File: src/rtl/dpwm_pkg.sv
// rtl/dpwm_pkg.sv - shared constants and FSM state type for the DPWM gate monitor
package dpwm_pkg;

    localparam int CW_DEF        = 8;
    localparam int MIN_DT_DEF    = 2;
    localparam int TIMEOUT_DEF   = 200;
    localparam int DPWM_PERIOD   = 64;
    localparam int DPWM_DEADTIME = 6;

    typedef enum logic [2:0] {
        ST_IDLE = 3'd0,
        ST_HIGH = 3'd1,
        ST_DT1  = 3'd2,
        ST_LOW  = 3'd3,
        ST_DT2  = 3'd4
    } state_t;

endpackage

File: src/rtl/dpwm_gate_monitor_gate_sync_edge.sv
// rtl/dpwm_gate_monitor_gate_sync_edge.sv - gate input synchronizer with rise/fall detect
module gate_sync_edge #(
    parameter int SYNC_STAGES = 2
) (
    input  logic clk,
    input  logic rst,
    input  logic d_in,
    output logic s_out,
    output logic rise,
    output logic fall
);

    logic dly_q;
    logic dly_d;

    generate
        if (SYNC_STAGES == 0) begin : g_direct
            assign s_out = d_in;
        end else begin : g_sync
            logic [SYNC_STAGES-1:0] sync_q;
            logic [SYNC_STAGES-1:0] sync_d;

            // shift the raw gate into the synchronizer chain
            always_comb begin
                sync_d    = sync_q << 1;
                sync_d[0] = d_in;
            end

            // synchronizer flops
            always_ff @(posedge clk or posedge rst) begin
                if (rst) sync_q <= '0;
                else     sync_q <= sync_d;
            end

            assign s_out = sync_q[SYNC_STAGES-1];
        end
    endgenerate

    // one-cycle delayed copy used for edge detection
    always_comb begin
        dly_d = s_out;
    end

    // delay flop
    always_ff @(posedge clk or posedge rst) begin
        if (rst) dly_q <= 1'b0;
        else     dly_q <= dly_d;
    end

    assign rise = s_out & ~dly_q;
    assign fall = ~s_out & dly_q;

endmodule

File: src/rtl/dpwm_gate_monitor.sv
// rtl/dpwm_gate_monitor.sv - decodes a complementary gate pair into per-period timing
module dpwm_gate_monitor
    import dpwm_pkg::*;
#(
    parameter int SYNC_STAGES = 2,
    parameter int CW          = CW_DEF,
    parameter int MIN_DT      = MIN_DT_DEF,
    parameter int TIMEOUT     = TIMEOUT_DEF
) (
    input  logic          clk,
    input  logic          rst,
    input  logic          gate_h,
    input  logic          gate_l,
    input  logic          clr_flags,
    output logic          meas_valid,
    output logic [CW-1:0] t_high,
    output logic [CW-1:0] dt_hl,
    output logic [CW-1:0] t_low,
    output logic [CW-1:0] dt_lh,
    output logic [CW-1:0] period,
    output logic          shoot_through,
    output logic          dt_short,
    output logic          seq_err,
    output logic          stall
);

    localparam logic [CW-1:0] ONE       = CW'(1);
    localparam logic [CW-1:0] MIN_DT_C  = CW'(MIN_DT);
    localparam logic [CW-1:0] TIMEOUT_C = CW'(TIMEOUT);

    function automatic logic [CW-1:0] sat_inc(input logic [CW-1:0] v);
        return (&v) ? v : v + ONE;
    endfunction

    logic gh_s, gh_rise, gh_fall;
    logic gl_s, gl_rise, gl_fall;

    gate_sync_edge #(.SYNC_STAGES(SYNC_STAGES)) u_sync_h (
        .clk   (clk),
        .rst   (rst),
        .d_in  (gate_h),
        .s_out (gh_s),
        .rise  (gh_rise),
        .fall  (gh_fall)
    );

    gate_sync_edge #(.SYNC_STAGES(SYNC_STAGES)) u_sync_l (
        .clk   (clk),
        .rst   (rst),
        .d_in  (gate_l),
        .s_out (gl_s),
        .rise  (gl_rise),
        .fall  (gl_fall)
    );

    state_t        state_q, state_d;
    logic [CW-1:0] per_q, per_d;
    logic [CW-1:0] seg_q, seg_d;
    logic [CW-1:0] idle_q, idle_d;
    logic [CW-1:0] th_q, th_d;
    logic [CW-1:0] dthl_q, dthl_d;
    logic [CW-1:0] tl_q, tl_d;
    logic          mv_q, mv_d;
    logic [CW-1:0] t_high_q, t_high_d;
    logic [CW-1:0] dt_hl_q, dt_hl_d;
    logic [CW-1:0] t_low_q, t_low_d;
    logic [CW-1:0] dt_lh_q, dt_lh_d;
    logic [CW-1:0] period_q, period_d;
    logic          st_q, st_d;
    logic          dts_q, dts_d;
    logic          seq_q, seq_d;
    logic          stall_q, stall_d;

    logic          close;
    logic          seq_set;
    logic          dts_set;
    logic [CW-1:0] c_dthl, c_tl, c_dtlh;

    // edge-driven period decoder, measurement capture and flag update
    always_comb begin
        state_d  = state_q;
        per_d    = sat_inc(per_q);
        seg_d    = sat_inc(seg_q);
        idle_d   = gh_rise ? '0 : sat_inc(idle_q);
        th_d     = th_q;
        dthl_d   = dthl_q;
        tl_d     = tl_q;
        mv_d     = 1'b0;
        t_high_d = t_high_q;
        dt_hl_d  = dt_hl_q;
        t_low_d  = t_low_q;
        dt_lh_d  = dt_lh_q;
        period_d = period_q;
        stall_d  = stall_q;
        close    = 1'b0;
        seq_set  = 1'b0;
        dts_set  = 1'b0;
        c_dthl   = dthl_q;
        c_tl     = tl_q;
        c_dtlh   = '0;

        unique case (state_q)
            ST_IDLE: begin
                if (gh_rise) begin
                    state_d = ST_HIGH;
                    per_d   = ONE;
                    seg_d   = ONE;
                end
            end
            ST_HIGH: begin
                if (gh_fall) begin
                    th_d    = seg_q;
                    seg_d   = ONE;
                    state_d = ST_DT1;
                end
            end
            ST_DT1: begin
                if (gh_rise) begin
                    // low pulse skipped: whole off time is the H->L gap
                    close  = 1'b1;
                    c_dthl = seg_q;
                    c_tl   = '0;
                    c_dtlh = '0;
                end else if (gl_rise) begin
                    dthl_d  = seg_q;
                    seg_d   = ONE;
                    state_d = ST_LOW;
                end
            end
            ST_LOW: begin
                if (gh_rise) begin
                    seq_set = 1'b1;
                    state_d = ST_IDLE;
                end else if (gl_fall) begin
                    tl_d    = seg_q;
                    seg_d   = ONE;
                    state_d = ST_DT2;
                end
            end
            ST_DT2: begin
                if (gh_rise) begin
                    close  = 1'b1;
                    c_dtlh = seg_q;
                end else if (gl_rise) begin
                    seq_set = 1'b1;
                    state_d = ST_IDLE;
                end
            end
            default: begin
                state_d = ST_IDLE;
            end
        endcase

        if (close) begin
            mv_d     = 1'b1;
            t_high_d = th_q;
            dt_hl_d  = c_dthl;
            t_low_d  = c_tl;
            dt_lh_d  = c_dtlh;
            period_d = per_q;
            dts_set  = (c_tl != '0) && ((c_dthl < MIN_DT_C) || (c_dtlh < MIN_DT_C));
            state_d  = ST_HIGH;
            per_d    = ONE;
            seg_d    = ONE;
        end

        if (gh_rise) begin
            stall_d = 1'b0;
        end else if (idle_d >= TIMEOUT_C) begin
            stall_d = 1'b1;
            state_d = ST_IDLE;
        end

        st_d  = (gh_s & gl_s) | (st_q & ~clr_flags);
        dts_d = dts_set | (dts_q & ~clr_flags);
        seq_d = seq_set | (seq_q & ~clr_flags);
    end

    // state, counters and registered outputs
    always_ff @(posedge clk or posedge rst) begin
        if (rst) begin
            state_q  <= ST_IDLE;
            per_q    <= '0;
            seg_q    <= '0;
            idle_q   <= '0;
            th_q     <= '0;
            dthl_q   <= '0;
            tl_q     <= '0;
            mv_q     <= 1'b0;
            t_high_q <= '0;
            dt_hl_q  <= '0;
            t_low_q  <= '0;
            dt_lh_q  <= '0;
            period_q <= '0;
            st_q     <= 1'b0;
            dts_q    <= 1'b0;
            seq_q    <= 1'b0;
            stall_q  <= 1'b0;
        end else begin
            state_q  <= state_d;
            per_q    <= per_d;
            seg_q    <= seg_d;
            idle_q   <= idle_d;
            th_q     <= th_d;
            dthl_q   <= dthl_d;
            tl_q     <= tl_d;
            mv_q     <= mv_d;
            t_high_q <= t_high_d;
            dt_hl_q  <= dt_hl_d;
            t_low_q  <= t_low_d;
            dt_lh_q  <= dt_lh_d;
            period_q <= period_d;
            st_q     <= st_d;
            dts_q    <= dts_d;
            seq_q    <= seq_d;
            stall_q  <= stall_d;
        end
    end

    assign meas_valid    = mv_q;
    assign t_high        = t_high_q;
    assign dt_hl         = dt_hl_q;
    assign t_low         = t_low_q;
    assign dt_lh         = dt_lh_q;
    assign period        = period_q;
    assign shoot_through = st_q;
    assign dt_short      = dts_q;
    assign seq_err       = seq_q;
    assign stall         = stall_q;

endmodule

File: config.mk
export PLATFORM = sky130hd
export DESIGN_NAME = dpwm_gate_monitor
export DESIGN_NICKNAME = d
export VERILOG_FILES = /design/src/rtl/dpwm_pkg.sv /design/src/rtl/dpwm_gate_monitor_gate_sync_edge.sv /design/src/rtl/dpwm_gate_monitor.sv
export SDC_FILE = /design/constraint.sdc
export NUM_CORES = 1
export LEC_CHECK = 0
export BUFFER_PORTS_ARGS = -buffer_cell sky130_fd_sc_hd__buf_4
export CAP_MARGIN = 15
export CELL_PAD_IN_SITES_DETAIL_PLACEMENT = 1
export CELL_PAD_IN_SITES_GLOBAL_PLACEMENT = 1
export CORE_MARGIN = 2
export CORE_UTILIZATION = 49
export CTS_BUF_LIST = sky130_fd_sc_hd__clkbuf_8
export DETAILED_ROUTE_END_ITERATION = 10
export PLACE_DENSITY = 0.88
export SLEW_MARGIN = 10
export SYNTH_ARGS = -nofsm -noshare
export SYNTH_HDL_FRONTEND = slang
export SYNTH_SLANG_ARGS = --single-unit
File: constraint.sdc
create_clock -name clk -period 4.8 [get_ports clk]
set_input_delay 0.96 -clock clk [delete_from_list [all_inputs] [get_ports clk]]
set_output_delay 0.96 -clock clk [all_outputs]
set_load 0.02 [all_outputs]
Yosys cells after proc, flatten, opt, wreduce, memory -nomap -nowiden
Index checks and enable logic that the tools add are counted.
{"block": "word_totals", "reg_bits": 102}
{"block": "op_classes", "n_addsub": 3, "n_lt_le_gt_ge": 3, "n_eq_ne": 4, "n_mux": 42, "bitwise": 17, "n_reduce_logical": 12}
{"op": "8-bit two-way mux", "n": 20}
{"op": "3-bit two-way mux", "n": 11}
{"op": "8-bit case mux with 4 select lines", "n": 1}
{"op": "8-bit by 1-bit adder with 8-bit output (second input constant)", "n": 3}
{"op": "8-bit AND reduction", "n": 3}
{"op": "8-bit by 2-bit < comparator with 1-bit output (second input constant)", "n": 2}
{"op": "3-bit case mux with 5 select lines", "n": 1}
{"op": "1-bit AND", "n": 8}
{"op": "8-bit >= comparator (second input constant)", "n": 1}
{"op": "1-bit two-way mux", "n": 8}
{"op": "8-bit nonzero test", "n": 1}
{"op": "3-bit by 2-bit equality test with 1-bit output (second input constant)", "n": 2}
{"op": "1-bit inverter", "n": 6}
{"op": "3-bit AND reduction", "n": 2}
{"op": "3-bit by 1-bit equality test with 1-bit output (second input constant)", "n": 1}
{"op": "3-bit equality test (second input constant)", "n": 1}
{"op": "3-bit logical NOT", "n": 1}
{"op": "1-bit bitwise OR", "n": 3}
{"op": "1-bit case mux with 2 select lines", "n": 1}
{"op": "2-bit AND reduction", "n": 1}
{"op": "2-bit nonzero test", "n": 1}
{"op": "2-bit OR reduction", "n": 1}
{"op": "1-bit logical AND", "n": 1}
{"op": "1-bit logical OR", "n": 1}

Logic depth before layout (Yosys ltp)
Gate-level depths: netlist of the first run.
{"block": "depth", "word_depth": 9, "mapped_depth": 7, "depth_no_buf": 6}

Hierarchy
Synthesis of the first run repeated with hierarchy kept, for this count alone.
{"block": "hier_totals", "hier_cells": 376, "area_unflattened_um2": 4495.6}
{"mod": "dpwm_gate_monitor", "n_inst": 1, "cells_each": 364, "area_each_um2": 4307.9, "seq_area_each_um2": 2402.3}
{"mod": "gate_sync_edge", "n_inst": 2, "cells_each": 6, "area_each_um2": 93.8, "seq_area_each_um2": 75.1}

Least setup slack after synthesis of the first run
OpenSTA, ideal clock, no wires.
{"block": "synth_timing", "path_kind": "reg2reg", "startpoint": "register state_q[2]", "endpoint": "register dthl_q[0]", "setup_time_ps": 125, "arrival_time_ps": 1497, "required_time_ps": 4675, "slack_ps": 3178, "stages_incl_launch_ff": 5, "path_buffers": 1, "synth_period_minus_slack_ps": 1622, "cell_sequence": "dfrtp_1 clkbuf_2 nand2b_1 nor4_4 mux2_2"}
{"block": "synth_between", "elab_chain_cells": 2}
{"element": "start: declaration", "line_no": "dpwm_gate_monitor.sv:56", "text": "state_t state_q, state_d;"}
{"element": "start signal: assignment", "line_no": "dpwm_gate_monitor.sv:200", "text": "state_q <= state_d;"}
{"element": "3-bit by 2-bit equality test with 1-bit output", "line_no": "dpwm_gate_monitor.sv:102", "text": "unique case (state_q)"}
{"element": "3-bit AND reduction (no line)"}
{"element": "end signal: assignment", "line_no": "dpwm_gate_monitor.sv:205", "text": "dthl_q <= dthl_d;"}
{"element": "end: declaration", "line_no": "dpwm_gate_monitor.sv:61", "text": "logic [CW-1:0] dthl_q, dthl_d;"}
Every way passes these cells.
A chain may end at the register's enable or synchronous reset.

Final worst setup path of the first run
{"block": "layout_timing", "startpoint": "register u_sync_h.g_sync.sync_q[1]", "endpoint": "register dt_hl_q[6] (netlist: dt_hl[6])"}
{"block": "layout_between", "elab_chain_cells": 3}
{"element": "start: declaration", "line_no": "dpwm_gate_monitor_gate_sync_edge.sv:20", "text": "logic [SYNC_STAGES-1:0] sync_q;"}
{"element": "start signal: assignment", "line_no": "dpwm_gate_monitor_gate_sync_edge.sv:32", "text": "else sync_q <= sync_d;"}
{"element": "1-bit AND *", "line_no": "dpwm_gate_monitor_gate_sync_edge.sv:50", "text": "assign rise = s_out & ~dly_q;"}
{"element": "8-bit two-way mux / 1-bit two-way mux (equally long branches)", "line_no": "dpwm_gate_monitor.sv:118, dpwm_gate_monitor.sv:141"}
{"element": "8-bit two-way mux / 1-bit two-way mux (equally long branches)"}
{"element": "end signal: assignment", "line_no": "dpwm_gate_monitor.sv:209", "text": "dt_hl_q <= dt_hl_d;"}
{"element": "end: declaration", "line_no": "dpwm_gate_monitor.sv:65", "text": "logic [CW-1:0] dt_hl_q, dt_hl_d;"}
Every way passes the cells marked *; elsewhere a longest branch is shown, timed or not.

==> summary.log, run 1 <==
[route] final routed DRC violation total 0
[setup_path] worst-path maximum fanout 23
[synthesis] post-synthesis sequential area ratio 56.60%
[floorplanning] Die Footprint 0.009986 mm^2
[route] via count normalized by instance count 6.127
[cts] Clock Pin Slew Worst Setup and Hold Paths 0.09 ns
[cts] Setup Fix Bufs, Post-CTS 0
[setup_path] slowest library cell on the worst path sky130_fd_sc_hd__nor3_4
[setup_path] peak per-stage delay on the critical path 0.95 ns
[setup_path] type of the worst setup path flip-flop to flip-flop
[floorplanning] effective utilization at floorplan 49.74%
[route] total routed wirelength 11.66 mm
[cts] CTS tree done
[pwr] total power 2.836 mW
[synthesis] synthesis warning total 0
[min_path] Min-Delay Startpoint u_sync_l.g_sync.sync_q[0]$_DFF_PP0_
[setup_path] number of buffer and inverter instances along the worst setup path 0
[run_status] status finished, final reports clean
[setup_path] Worst setup EP type flip-flop
[floorplanning] core outline area 0.009065 mm^2
[pwr] worst voltage drop across the vdd grid 0.2372 mV
[global_routing] all-layer global routing usage 24.74%
[synthesis] number of storage elements in the synthesis netlist 102
[min_path] Min-Delay Endpoint u_sync_l.g_sync.sync_q[1]$_DFF_PP0_
[setup_path] worst path cell trace nand2b_2, nor3_4, mux2i_1, o21ai_0
[layout] share of post-route cells with drive strength above 1 27.02%
[placed_design] post-detail-place hpwl 7.445 mm
[setup_path] cell type group with the largest total delay on the critical path simple AND/OR/NAND/NOR gates
[placed_design] RePlAce Congestion 0.8143
[placed_design] cell area after placement 0.004918 mm^2
[sta] maximum frequency from static timing analysis 427.2 MHz
[route] via total after detailed routing 3333
[sta] fin crit share 48.76%
[min_path] worst hold path depth 0
[sta] Worst slew margin 25.23%
[setup_path] endpoint arrival time on the critical path 2.60 ns
[pwr] pwr dens 547.9 mW/mm^2
[route] Routed wire per std cell 21.42 um
[synthesis] count of cell types in the netlist 49
[global_routing] maximum number of pins on one net before global-route repair 76
[setup_path] reg-to-reg endpoint dt_hl[6]$_DFFE_PP0P_
[synthesis] synthesized area per cell 11.59 um^2
[placed_design] IO buf count 49
[synthesis] Post-Synthesis Net Count 397
[pwr] leakage power 2.427 nW
[sta] slew at the pin closest to its max-slew limit 1.118 ns
[setup_path] Data required, critical path 5.06 ns
[cts] post-cts repair resize count 0
[synthesis] count of flip-flops with a built-in enable after synthesis 0
[cts] cts hold-fix bufs 0
[cts] CTS buffer count 9
[sta] Max Transition Viols Final 0
[global_routing] via count of the first global-routing pass 3559
[sta] RSZ-0062 raised after global routing no
[sta] Final TNS setup 0 ns
[synthesis] post-synthesis cell count 389
[cts] clk root buf sky130_fd_sc_hd__clkbuf_8
[route] DR pass1 iterations 4
[floorplanning] number of ports placed on the die boundary 50
[setup_path] element type at the critical path start flip-flop
[global_routing] antenna violations before repair 0
[synthesis] top_reg_cell synth sky130_fd_sc_hd__dfrtp_1
[cts] buffer depth of the longest clock path 2
[route] remaining antenna violation count after routing 0
[setup_path] Worst R2R Setup Slack 2.46 ns
[synthesis] asr flop ratio synth 100.0%
[setup_path] depth of the most critical reg-to-reg path 4
[sta] shortest clock period the worst path allows after layout 2.341 ns
[route] 1st-iter DRT viols 119
[sta] Worst Hold Margin 0.3579 ns
[sta] number of endpoints with negative hold slack in the final report 0
[layout] # fillers 955
[layout] ANT cells 0
[cts] Sinks on Clock Net 102
[cts] clock latency of the later-clocked register in the worst-skew pair 0.37 ns
[floorplanning] Die Ht 99.93 um
[global_routing] remaining global-route overflow 0
[layout] number of nets in the layout 438
[floorplanning] number of core rows 35
[layout] relative area change from synthesis to final layout 14.79%
[min_path] worst hold path class flip-flop to flip-flop
[layout] final design instance area without fill 0.005176 mm^2
[setup_path] r2r startpoint u_sync_h.g_sync.sync_q[1]$_DFF_PP0_
[floorplanning] Horiz. Die Dim 99.93 um
[cts] maximum level of the CTS H-tree 3
[sta] setup violation total in the final timing report 0
[synthesis] Syn Std Cell Area 0.004509 mm^2
[sta] worst clock skew 0.007600 ns
[global_routing] wire length of the first global-routing pass 19.06 mm
[run] count of maximum capacitance violations 0
[state kept, by name (all words and copies together) (netlist names), 3 cells and up]
register,cells
dthl_q,8
seg_q,8
dt_lh,8
dt_hl,8
t_high,8
per_q,8
th_q,8
period,8
state_q,3
tl_q,8
idle_q,8
t_low,8
[cells by family after synthesis]
family,Yosys count,synth area share [%]
AND/OR/NAND/NOR,126,15.54
flip-flops,102,56.60
AO/OA/AOI/OAI,72,10.07
multiplexers,52,12.65
buffers and inverters,28,3.135
XOR/XNOR,6,1.165
adder cells (fa/ha/maj),3,0.8325
[worst reg2reg max path, delay by kind of cell (launching register included)]
| kind | cells | cell delay [ns] |
|---|---|---|
| DFF | 1 | 0.55 |
| muxes | 1 | 0.17 |
| and+or+nand+nor | 2 | 1.22 |
| AOI/OAI and AO/OA | 1 | 0.29 |
[how the worst max path moves through the flow]
stage                                                    from  depth (start not counted)                     to
final                     u_sync_h.g_sync.sync_q[1]$_DFF_PP0_                          4   dt_hl[6]$_DFFE_PP0P_
after global routing      u_sync_h.g_sync.sync_q[1]$_DFF_PP0_                          4   dt_hl[6]$_DFFE_PP0P_
after CTS                 u_sync_h.g_sync.sync_q[1]$_DFF_PP0_                          4   dt_hl[6]$_DFFE_PP0P_
after detailed placement  u_sync_h.g_sync.sync_q[1]$_DFF_PP0_                          4   dt_hl[6]$_DFFE_PP0P_
after global placement                                    rst                          3  dthl_q[2]$_DFFE_PP0P_
after floorplan                                           rst                          1   dt_hl[0]$_DFFE_PP0P_
[Yosys cell counts (4+ instances only)]
master | number | area, um^2
sky130_fd_sc_hd__o21ai_1 | 4 | 20.02
sky130_fd_sc_hd__nand2_1 | 39 | 146.4
sky130_fd_sc_hd__dfrtp_1 | 102 | 2552
sky130_fd_sc_hd__nor4_1 | 4 | 25.02
sky130_fd_sc_hd__nor3_1 | 9 | 45.04
sky130_fd_sc_hd__inv_1 | 7 | 26.28
sky130_fd_sc_hd__and3_1 | 10 | 62.56
sky130_fd_sc_hd__mux2_2 | 40 | 450.4
sky130_fd_sc_hd__nor2_1 | 16 | 60.06
sky130_fd_sc_hd__a211oi_1 | 4 | 30.03
sky130_fd_sc_hd__o21ai_0 | 18 | 90.09
sky130_fd_sc_hd__a21oi_1 | 15 | 75.07
sky130_fd_sc_hd__nand3_1 | 14 | 70.07
sky130_fd_sc_hd__clkbuf_1 | 8 | 30.03
sky130_fd_sc_hd__mux2i_1 | 12 | 120.1
sky130_fd_sc_hd__buf_2 | 7 | 35.03
sky130_fd_sc_hd__nand2b_1 | 8 | 50.05
sky130_fd_sc_hd__xnor2_1 | 4 | 35.03
sky130_fd_sc_hd__a31oi_1 | 12 | 75.07
sky130_fd_sc_hd__a22o_1 | 8 | 70.07
[layer usage]
metal | vias up | share of wire (%) | global-route usage (%)
met5 | - | 0 | 0
met4 | 0 | 2.6 | 10.85
met3 | 25 | 4.0 | 3.900
met2 | 91 | 51 | 42.00
met1 | 1744 | 42 | 31.59
li1 | 1473 | - | -
[where the power goes]
group	leakage [nW]	internal [mW]	switching, mW
registers	1.36	1.06	0.262
clock network	0.128	0.408	0.292
logic	0.941	0.360	0.448
total	2.43	1.83	1.00
[metrics by stage]
| stage | cells | setup WS (ns) | util (%) |
|---|---|---|---|
| after global placement | 530 | 2.664 | 54.26 |
| final | 544 | 2.459 | 57.10 |
| after detailed placement | 530 | 2.452 | 54.26 |
| after floorplan | 389 | 1.165 | - |
| after CTS | 544 | 2.413 | 57.10 |
| after global routing | 544 | 2.352 | 57.10 |
[cell type report]
| class | count | area, um^2 | share of cell area, % |
|---|---|---|---|
| multi-input cells | 259 | 1815 | 35.07 |
| clock inverters | 4 | 120.1 | 2.321 |
| inverters | 7 | 28.78 | 0.5560 |
| repair buffers | 51 | 382.9 | 7.397 |
| well taps | 111 | 138.9 | 2.683 |
| flip-flops and latches | 102 | 2552 | 49.31 |
| clock buffers | 10 | 137.6 | 2.659 |
[cell usage in the layout (no fill, tap or decap), types with 6 or more instances in the layout]
| cell | instances |
|---|---|
| sky130_fd_sc_hd__dfrtp_1 | 102 |
| sky130_fd_sc_hd__buf_4 | 51 |
| sky130_fd_sc_hd__mux2_2 | 40 |
| sky130_fd_sc_hd__nand2_1 | 39 |
| sky130_fd_sc_hd__o21ai_0 | 18 |
| sky130_fd_sc_hd__nor2_1 | 16 |
| sky130_fd_sc_hd__a21oi_1 | 15 |
| sky130_fd_sc_hd__nand3_1 | 14 |
| sky130_fd_sc_hd__a31oi_1 | 12 |
| sky130_fd_sc_hd__mux2i_1 | 12 |
| sky130_fd_sc_hd__and3_1 | 10 |
| sky130_fd_sc_hd__clkbuf_8 | 10 |
| sky130_fd_sc_hd__nor3_1 | 9 |
| sky130_fd_sc_hd__nand2b_1 | 8 |
| sky130_fd_sc_hd__a22o_1 | 8 |
| sky130_fd_sc_hd__inv_1 | 6 |
Power figures use the tool's default switching activity.
==> inputs of run 2 (changes only) <==
Settings changed: CORE_UTILIZATION 49 to 44, PLACE_DENSITY 0.88 to 0.84.
Clock period 4.8 ns to 2.09 ns, I/O delays scaled along.
==> summary.log, run 2 (same netlist as run 1, synthesis figures left out) <==
[route] via count normalized by instance count 5.559
[floorplanning] Die Footprint 0.01107 mm^2
[setup_path] Data required, critical path 2.34 ns
[floorplanning] number of ports placed on the die boundary 50
[pwr] leakage power 2.478 nW
[cts] Setup Fix Bufs, Post-CTS 0
[sta] Worst slew margin 63.28%
[cts] cts hold-fix bufs 1
[setup_path] type of the worst setup path flip-flop to flip-flop
[setup_path] number of buffer and inverter instances along the worst setup path 1
[pwr] worst voltage drop across the vdd grid 0.4430 mV
[global_routing] remaining global-route overflow 0
[layout] most used cells in the layout excluding fill and tap cells sky130_fd_sc_hd__dfrtp_1 (102), sky130_fd_sc_hd__buf_4 (63), sky130_fd_sc_hd__mux2_2 (40)
[cts] CTS buffer count 9
[run_status] status finished, final reports clean
[layout] ANT cells 0
[sta] Final TNS setup 0 ns
[floorplanning] effective utilization at floorplan 45.71%
[run] count of maximum capacitance violations 0
[setup_path] slowest library cell on the worst path sky130_fd_sc_hd__dfrtp_1
[layout] relative area change from synthesis to final layout 17.01%
[setup_path] worst path cell trace nand2b_2, nand2_1, nor4_4, buf_4, a211oi_1, nor2_1
[layout] leading cell type in the layout, fill and taps excluded sky130_fd_sc_hd__dfrtp_1
[cts] post-cts repair resize count 0
[layout] Final Instance Count excl. Fillers 583
[setup_path] Worst R2R Setup Slack 0.20 ns
[route] DR pass1 iterations 4
[cts] maximum level of the CTS H-tree 3
[sta] Max Transition Viols Final 0
[sta] slew at the pin closest to its max-slew limit 0.5490 ns
[setup_path] r2r startpoint u_sync_h.g_sync.sync_q[1]$_DFF_PP0_
[global_routing] wire length of the first global-routing pass 18.41 mm
[cts] CTS tree done
[sta] shortest clock period the worst path allows after layout 1.887 ns
[layout] number of nets in the layout 453
[cts] Sinks on Clock Net 102
[global_routing] maximum number of pins on one net before global-route repair 38
[route] 1st-iter DRT viols 166
[route] remaining antenna violation count after routing 0
[cts] buffer depth of the longest clock path 2
[setup_path] peak per-stage delay on the critical path 0.55 ns
[placed_design] IO buf count 49
[route] Routed wire per std cell 18.34 um
[setup_path] depth of the most critical reg-to-reg path 6
[min_path] worst hold path depth 1
[cts] Clock Pin Slew Worst Setup and Hold Paths 0.09 ns
[cts] clock latency of the later-clocked register in the worst-skew pair 0.38 ns
[global_routing] antenna violations before repair 0
[setup_path] worst-path maximum fanout 11
[route] final routed DRC violation total 0
[layout] multi-input logic area 0.001815 mm^2
[floorplanning] Horiz. Die Dim 105.2 um
[min_path] Min-Delay Endpoint u_sync_l.g_sync.sync_q[0]$_DFF_PP0_
[sta] maximum frequency from static timing analysis 529.8 MHz
[sta] Worst Hold Margin 0.1422 ns
[setup_path] reg-to-reg endpoint state_q[0]$_DFF_PP0_
[cts] clk root buf sky130_fd_sc_hd__clkbuf_8
[sta] RSZ-0062 raised after global routing no
[global_routing] via count of the first global-routing pass 3525
[setup_path] element type at the critical path start flip-flop
[floorplanning] Die Ht 105.2 um
[floorplanning] core outline area 0.009864 mm^2
[setup_path] endpoint arrival time on the critical path 2.14 ns
[layout] Register Area 0.002552 mm^2
[pwr] pwr dens 1166 mW/mm^2
[setup_path] Worst setup EP type flip-flop
[sta] fin crit share 90.31%
[placed_design] RePlAce Congestion 0.8075
[route] via total after detailed routing 3241
[global_routing] all-layer global routing usage 21.28%
[layout] # fillers 1079
[setup_path] cell type group with the largest total delay on the critical path simple AND/OR/NAND/NOR gates
[placed_design] post-detail-place hpwl 7.628 mm
[route] total routed wirelength 10.69 mm
[sta] worst clock skew 0.008229 ns
[pwr] total power 6.150 mW
[min_path] worst hold path class primary input to flip-flop
[sta] number of endpoints with negative hold slack in the final report 0
[min_path] Min-Delay Startpoint gate_l
[layout] share of post-route cells with drive strength above 1 29.33%
[sta] setup violation total in the final timing report 0
[placed_design] number of cells after detailed placement 566
[floorplanning] number of core rows 36
## run 2: changes by cell type in the layout (fill, tap and decap cells not counted), sizes merged
cell | before | now
buf | 51 | 65
bufinv | 4 | 1
clkinv | 0 | 3
clkinvlp | 0 | 2
clkbuf | 10 | 9
dlygate4sd3 | 0 | 1
inv | 7 | 8
## run 2: metrics by stage
step           area, um^2  util (%)  worst slack [ns]
6_report             5276     53.49            0.2026
5_1_grt              5276     53.49           0.07519
4_1_cts              5276     53.49            0.2288
3_5_place_dp         5077     51.47            0.2651
3_3_place_gp         5077     51.47            0.3317
2_1_floorplan        4513         -            0.4544
## run 2: layer usage
metal | share of wire [%] | vias up | track usage, %
met1 | 44 | 1648 | 28.12
met4 | 2.4 | 0 | 10.29
li1 | - | 1511 | -
met2 | 50 | 64 | 34.79
met3 | 3.1 | 18 | 2.659
met5 | 0 | - | 0
## run 2: worst max path at each step
stage / endpoint / startpoint / cells past startpoint
2_1_floorplan: dt_hl[0]$_DFFE_PP0P_ / rst / 1
3_3_place_gp: dthl_q[0]$_DFFE_PP0P_ / u_sync_h.dly_q$_DFF_PP0_ / 5
3_5_place_dp: dthl_q[2]$_DFFE_PP0P_ / u_sync_h.g_sync.sync_q[1]$_DFF_PP0_ / 5
4_1_cts: state_q[0]$_DFF_PP0_ / u_sync_h.g_sync.sync_q[1]$_DFF_PP0_ / 6
5_1_grt: dt_hl[4]$_DFFE_PP0P_ / u_sync_h.g_sync.sync_q[1]$_DFF_PP0_ / 5
6_report: state_q[0]$_DFF_PP0_ / u_sync_h.g_sync.sync_q[1]$_DFF_PP0_ / 6
## run 2: report_power, final
| part | leakage, nW | internal (mW) | switching, mW |
|---|---|---|---|
| clock | 0.101 | 0.548 | 0.684 |
| combinational | 1.02 | 0.903 | 1.09 |
| sequential | 1.36 | 2.45 | 0.482 |
| total | 2.48 | 3.90 | 2.25 |
## run 2: worst register-to-register path, cell delays in order (launching register included)
cell	delay, ns
sky130_fd_sc_hd__dfrtp_1	0.55
sky130_fd_sc_hd__nand2b_2	0.28
sky130_fd_sc_hd__nand2_1	0.25
sky130_fd_sc_hd__nor4_4	0.05
sky130_fd_sc_hd__buf_4	0.18
sky130_fd_sc_hd__a211oi_1	0.38
sky130_fd_sc_hd__nor2_1	0.08
## run 2: area by class of cell
cell class / count / share of cell area [%]
Multi-Input combinational cell: 259 / 34.41
Tap cell: 133 / 3.154
Clock buffer: 9 / 2.348
Sequential cell: 102 / 48.38
Clock inverter: 7 / 1.233
Timing Repair Buffer: 66 / 9.912
Inverter: 7 / 0.5691
